## src/rtl/mdio_responder.sv

```systemverilog
// mdio_responder: Clause 22 MDIO target that decodes frames for PHY_ADDR into
// single-cycle register-bank strobes and drives read data back onto MDIO.
module mdio_responder #(
  parameter logic [4:0] PHY_ADDR     = 5'd1,
  parameter int         PREAMBLE_LEN = 32
) (
  input  logic        clock,
  input  logic        reset,
  input  logic        mdc,
  input  logic        mdio_in,
  output logic        mdio_out,
  output logic        mdio_oe,
  output logic [4:0]  reg_addr,
  output logic [15:0] reg_wr_data,
  output logic        reg_wr_strobe,
  output logic        reg_rd_strobe,
  input  logic [15:0] reg_rd_data,
  output logic        busy,
  output logic        frame_error
);
  typedef enum logic [2:0] {
    ST_PRE, ST_START, ST_HDR, ST_TA_RD, ST_DATA_RD, ST_TA_WR, ST_DATA_WR, ST_SKIP
  } state_t;

  localparam logic [5:0] PRE_MAX = 6'(PREAMBLE_LEN);

  state_t      state_q, state_d;
  logic [2:0]  mdc_sync_q;
  logic [1:0]  mdio_sync_q;
  logic [5:0]  cnt_q, cnt_d;
  logic [15:0] shift_q, shift_d;
  logic        mdio_out_q, mdio_out_d;
  logic        mdio_oe_q, mdio_oe_d;
  logic [4:0]  reg_addr_q, reg_addr_d;
  logic [15:0] reg_wr_data_q, reg_wr_data_d;
  logic        wr_strobe_q, wr_strobe_d;
  logic        rd_strobe_q, rd_strobe_d;
  logic        rd_cap_q;
  logic        busy_q, busy_d;
  logic        frame_error_q, frame_error_d;
  logic        rise, bit_in, is_rd, is_wr, bad_op, ta_ok;
  logic [11:0] hdr;

  assign rise   = mdc_sync_q[1] & ~mdc_sync_q[2];
  assign bit_in = mdio_sync_q[1];
  assign hdr    = {shift_q[10:0], bit_in};
  assign is_rd  = hdr[11:10] == 2'b10 && hdr[9:5] == PHY_ADDR;
  assign is_wr  = hdr[11:10] == 2'b01 && hdr[9:5] == PHY_ADDR;
  assign bad_op = hdr[11] == hdr[10];
  assign ta_ok  = {shift_q[0], bit_in} == 2'b10;

  always_ff @(posedge clock) begin
    if (reset) begin
      state_q       <= ST_PRE;
      mdc_sync_q    <= '0;
      mdio_sync_q   <= '1;
      cnt_q         <= '0;
      shift_q       <= '0;
      mdio_out_q    <= 1'b1;
      mdio_oe_q     <= 1'b0;
      reg_addr_q    <= '0;
      reg_wr_data_q <= '0;
      wr_strobe_q   <= 1'b0;
      rd_strobe_q   <= 1'b0;
      rd_cap_q      <= 1'b0;
      busy_q        <= 1'b0;
      frame_error_q <= 1'b0;
    end else begin
      state_q       <= state_d;
      mdc_sync_q    <= {mdc_sync_q[1:0], mdc};
      mdio_sync_q   <= {mdio_sync_q[0], mdio_in};
      cnt_q         <= cnt_d;
      shift_q       <= shift_d;
      mdio_out_q    <= mdio_out_d;
      mdio_oe_q     <= mdio_oe_d;
      reg_addr_q    <= reg_addr_d;
      reg_wr_data_q <= reg_wr_data_d;
      wr_strobe_q   <= wr_strobe_d;
      rd_strobe_q   <= rd_strobe_d;
      rd_cap_q      <= rd_strobe_q;
      busy_q        <= busy_d;
      frame_error_q <= frame_error_d;
    end
  end

  always_comb begin
    state_d = state_q;
    if (rise)
      case (state_q)
        ST_PRE:     state_d = (!bit_in && cnt_q == PRE_MAX) ? ST_START : ST_PRE;
        ST_START:   state_d = bit_in ? ST_HDR : ST_PRE;
        ST_HDR:     state_d = cnt_q != 6'd11 ? ST_HDR : is_rd ? ST_TA_RD : is_wr ? ST_TA_WR : ST_SKIP;
        ST_TA_RD:   state_d = cnt_q[0] ? ST_DATA_RD : ST_TA_RD;
        ST_DATA_RD: state_d = cnt_q == 6'd15 ? ST_PRE : ST_DATA_RD;
        ST_TA_WR:   state_d = !cnt_q[0] ? ST_TA_WR : ta_ok ? ST_DATA_WR : ST_SKIP;
        ST_DATA_WR: state_d = cnt_q == 6'd15 ? ST_PRE : ST_DATA_WR;
        default:    state_d = cnt_q == 6'd1 ? ST_PRE : ST_SKIP;
      endcase
  end

  // Read data arrives the clock after the bank sees the strobe; TA gives ample time before D15.
  always_comb begin
    cnt_d         = cnt_q;
    shift_d       = rd_cap_q ? reg_rd_data : shift_q;
    mdio_out_d    = mdio_out_q;
    mdio_oe_d     = mdio_oe_q;
    reg_addr_d    = reg_addr_q;
    reg_wr_data_d = reg_wr_data_q;
    wr_strobe_d   = 1'b0;
    rd_strobe_d   = 1'b0;
    busy_d        = busy_q;
    frame_error_d = 1'b0;
    if (rise)
      case (state_q)
        ST_PRE: cnt_d = !bit_in ? 6'd0 : cnt_q == PRE_MAX ? cnt_q : cnt_q + 6'd1;
        ST_START: begin
          cnt_d         = 6'd0;
          busy_d        = bit_in;
          frame_error_d = !bit_in;
        end
        ST_HDR: begin
          shift_d = {shift_q[14:0], bit_in};
          cnt_d   = cnt_q + 6'd1;
          if (cnt_q == 6'd11) begin
            reg_addr_d    = hdr[4:0];
            rd_strobe_d   = is_rd;
            frame_error_d = bad_op;
            cnt_d         = (is_rd || is_wr) ? 6'd0 : 6'd18;
          end
        end
        ST_TA_RD: begin
          mdio_oe_d  = 1'b1;
          mdio_out_d = cnt_q[0] ? shift_q[15] : 1'b0;
          shift_d    = cnt_q[0] ? {shift_q[14:0], 1'b0} : shift_q;
          cnt_d      = cnt_q[0] ? 6'd0 : 6'd1;
        end
        ST_DATA_RD: begin
          mdio_out_d = cnt_q == 6'd15 ? 1'b1 : shift_q[15];
          mdio_oe_d  = cnt_q != 6'd15;
          shift_d    = {shift_q[14:0], 1'b0};
          cnt_d      = cnt_q == 6'd15 ? 6'd0 : cnt_q + 6'd1;
          busy_d     = cnt_q != 6'd15;
        end
        ST_TA_WR: begin
          shift_d       = {shift_q[14:0], bit_in};
          cnt_d         = !cnt_q[0] ? 6'd1 : ta_ok ? 6'd0 : 6'd16;
          frame_error_d = cnt_q[0] && !ta_ok;
        end
        ST_DATA_WR: begin
          shift_d = {shift_q[14:0], bit_in};
          cnt_d   = cnt_q == 6'd15 ? 6'd0 : cnt_q + 6'd1;
          if (cnt_q == 6'd15) begin
            reg_wr_data_d = {shift_q[14:0], bit_in};
            wr_strobe_d   = 1'b1;
            busy_d        = 1'b0;
          end
        end
        default: begin
          cnt_d  = cnt_q == 6'd1 ? 6'd0 : cnt_q - 6'd1;
          busy_d = cnt_q != 6'd1;
        end
      endcase
  end

  assign mdio_out      = mdio_out_q;
  assign mdio_oe       = mdio_oe_q;
  assign reg_addr      = reg_addr_q;
  assign reg_wr_data   = reg_wr_data_q;
  assign reg_wr_strobe = wr_strobe_q;
  assign reg_rd_strobe = rd_strobe_q;
  assign busy          = busy_q;
  assign frame_error   = frame_error_q;
endmodule

```

## config.mk

```make
export PLATFORM = sky130hd
export DESIGN_NAME = mdio_responder
export DESIGN_NICKNAME = d
export VERILOG_FILES = /design/src/rtl/mdio_responder.sv
export SDC_FILE = /design/constraint.sdc
export NUM_CORES = 1
export LEC_CHECK = 0
export BUFFER_PORTS_ARGS = -buffer_cell sky130_fd_sc_hd__buf_2
export CORE_MARGIN = 2
export CORE_UTILIZATION = 45
export CTS_CLUSTER_DIAMETER = 30
export DETAILED_ROUTE_END_ITERATION = 8
export PLACE_DENSITY_LB_ADDON = 0.2
export SLEW_MARGIN = 10
export SYNTH_ARGS = -nofsm -noshare
export SYNTH_HDL_FRONTEND = slang
export SYNTH_SLANG_ARGS = --single-unit
```

## constraint.sdc

```tcl
create_clock -name clock -period 2.3 [get_ports clock]
set_input_delay 0.115 -clock clock [delete_from_list [all_inputs] [get_ports clock]]
set_output_delay 0.115 -clock clock [all_outputs]
set_load 0.01 [all_outputs]
```

==> flow_summary.toml <==
[clock_network]
cts_made_buffers = 9
clk_latency_ns = 0.34
cts_tree = "yes"
clock_sink_count = 58
cts_resized = 0
cts_max_level = 3
ctsRootBufferMaster = "clkbuf_8"
clk_pin_slew_ns = 0.08
cts_buffer_depth = 2

[synth]
synth_xor_area_share_pct = 1.14
synth-seq-cells = 58
synthTopCellsByCount = "dfxtp_1, nor2_1, o21ai_0, mux2i_1"
synth_compound_area_share_pct = 21.9
synth_area_um2 = 3060
syn_inst = 352
synth-simple-area-share_pct = 25.0
async_flop_share_pct = 0
netlist.area_leader.share_pct = 37.9
synth_fa_ha_area_share_pct = 2.04
synth_fp_nets = 377
synth_edf_count = 0
ys_seq_area_share_pct = 37.9
synth_top_family_by_area = "simple AND/OR/NAND/NOR gates"
yosys.area.top_type = "dfxtp_1"
muxShareOfSynthArea_pct = 5.88
synth_warnings = 0
synth_flop_cell = "dfxtp_1"
ys_types = 61
syn_avg_cell_area_um2 = 8.70
synth_most_common_cell = "dfxtp_1"
synthTopCellsByArea = "dfxtp_1, mux2i_1, nor2_1"

[sta]
rsz0062_at_grt = "false"
min_period_ns = 2.10
fmaxAchievable_mhz = 477
fin_tns_setup_ns = 0
fin_hold_ws_ns = 0.168
fin_worst_skew_ns = 0.0139
drv_slew = 0
hold_violations = 0
max-slew-margin-rel_pct = 62.8
fin_crit_sh_pct = 91.1
tightest_slew_ns = 0.557
finalSetupViolations = 0

[critical_path]
path_class = "reg2reg"
worstSetupEndpointType = "flip-flop"
critPathMaxFanout = 17
crit-reg2reg-launch = "cnt_q[0]"
cp-start-kind = "flip-flop"
startpoint = "cnt_q[0]"
crit_required_ns = 2.51
worst_ep_arrival_time_ns = 2.30

[grt]
antenna_found_initial = 0
grt_pass1_vias = 2523
grt.overflow.total = 0
track_usage_pct = 22.2
grt_pass1_wl_mm = 12.8
grt_max_degree = 31

[placed_design]
placed_area_um2 = 3420
gp_congestion = 0.946
place_hpwl_mm = 5.60
port_buffers = 46
dp_cells = 472

[layout]
nFillCells = 657
area_delta_synth_final_pct = 18.1
final_area_um2 = 3620
nets = 430
diodes = 0
final_util_pct = 54.1
drive_above_1_share_pct = 28.0
finalNonFillerCells = 490

[power_and_ir_drop]
combPwrFrac_pct = 8.6
power_density_nw_per_um2 = 574
switching_share_pct = 27.0
p_int_mw = 1.52
p_switching_uw = 560
clockPowerShare_pct = 41.2
p_seq_share_pct = 50.2
leakage_nw = 1.51
peakVddDrop_uv = 405

[detailed_routing]
ant_nets = 0
viasPerCell = 5.75
first_iter_violations = 140
drc = 0
routedWlPerCell_um = 16.6
routed_wl_mm = 8.15
dr_total_vias = 2818
dr.pass1.iters = 4

[die]
num_rows = 30
fp.dieH_um = 86.5
core_area_um2 = 6680
num_io_pins = 47
die_area_um2 = 7480
die_w_um = 86.5
initial_core_util_pct = 45.8

[job]
drv_cap = 0

[min_path]
hp-class = "in2reg"
holdCritStartpoint = "reg_rd_data[0]"

[run_status]
status = "finished, final reports clean"
## layout make-up
class	count	area [um2]	area share, %
clock buffers	10	138	3.80
clock inverters	6	41.3	1.14
inverters	11	41.3	1.14
multi-input cells	254	1710	47.4
flip-flops and latches	58	1160	32.1
well taps	80	100	2.77
repair buffers	71	423	11.7
## power groups by stage
stage	Clock, mW	Combinational (mW)	Sequential (mW)
finish	0.855	0.179	1.04
global placement	0	0.174	1.07
floorplan	0	0.121	1.05
global route	0.915	0.197	1.05
detailed placement	0	0.173	1.07
CTS	0.883	0.178	1.04
## metrics by stage
stage | setup slack, ns | total power [mW]
finish | 0.204 | 2.08
detailed placement | 0.277 | 1.24
global route | 0.0667 | 2.16
global placement | 0.296 | 1.24
CTS | 0.240 | 2.10
floorplan | 0.354 | 1.17
## cell usage in the layout (no fill, tap or decap), types with 4 or more instances in the layout
master | synthesis | final
o21ai_0 | 25 | 25
mux2i_1 | 18 | 18
o21ai_1 | 4 | 4
nand3_1 | 15 | 15
a21oi_1 | 14 | 14
a211oi_1 | 9 | 9
a211oi_2 | 8 | 8
nor2_2 | 8 | 8
nand3b_1 | 16 | 16
buf_2 | 12 | 46
dfxtp_1 | 58 | 58
a31oi_1 | 6 | 6
inv_1 | 11 | 11
buf_4 | 0 | 23
ha_1 | 5 | 5
nand2_1 | 16 | 16
nor2_1 | 38 | 38
and3_1 | 4 | 4
clkbuf_8 | 0 | 10
nor2b_1 | 8 | 8
## kinds of logic (layout without fill, tap and decap cells)
family | Yosys count | after routing
buf+inv | 40 | 98
fa+ha+maj | 5 | 5
simple gates | 133 | 133
compound gates | 94 | 94
xor+xnor | 4 | 4
mux | 18 | 18
flops | 58 | 58
## sequential cells by signal, summed over array words and instances (netlist names), 2 cells and up
| name | cells |
|---|---|
| reg_wr_data | 16 |
| reg_addr | 5 |
| mdc_sync_q | 3 |
| state_q | 3 |
| mdio_sync_q | 2 |
| cnt_q | 6 |
| shift_q | 16 |
## timing repair
| item | in CTS | in global routing |
|---|---|---|
| hold endpoints to repair | 2 | 0 |
| buffers inserted | 0 | 0 |
| hold buffers | 2 | 0 |
| endpoints found under the setup margin | 0 | 0 |
## path summary, 6_finish.rpt
kind                          end  slack (ns)  cells past startpoint
hold reg to reg    mdio_sync_q[1]        0.42                      1
setup / recovery  reg_wr_data[10]        0.20                      7
setup reg to reg  reg_wr_data[10]        0.20                      7
hold / removal         shift_q[0]        0.17                      3
## metal layers
| layer | track usage [%] | vias to the layer above | share of wire (%) |
|---|---|---|---|
| li1 | - | 1377 | - |
| met3 | 5.52 | 7 | 5.8 |
| met1 | 30.5 | 1344 | 48 |
| met5 | 0 | - | 0 |
| met2 | 34.1 | 90 | 45 |
| met4 | 7.53 | 0 | 1.4 |
## critical path: stages (launching register included)
cell,delay (ns)
dfxtp_1,0.51
ha_1,0.30
nand3_2,0.19
nor3_2,0.30
nand4_1,0.14
buf_4,0.26
mux2i_1,0.19
nor2_1,0.06
No activity file was read; power rests on OpenSTA's default activity.
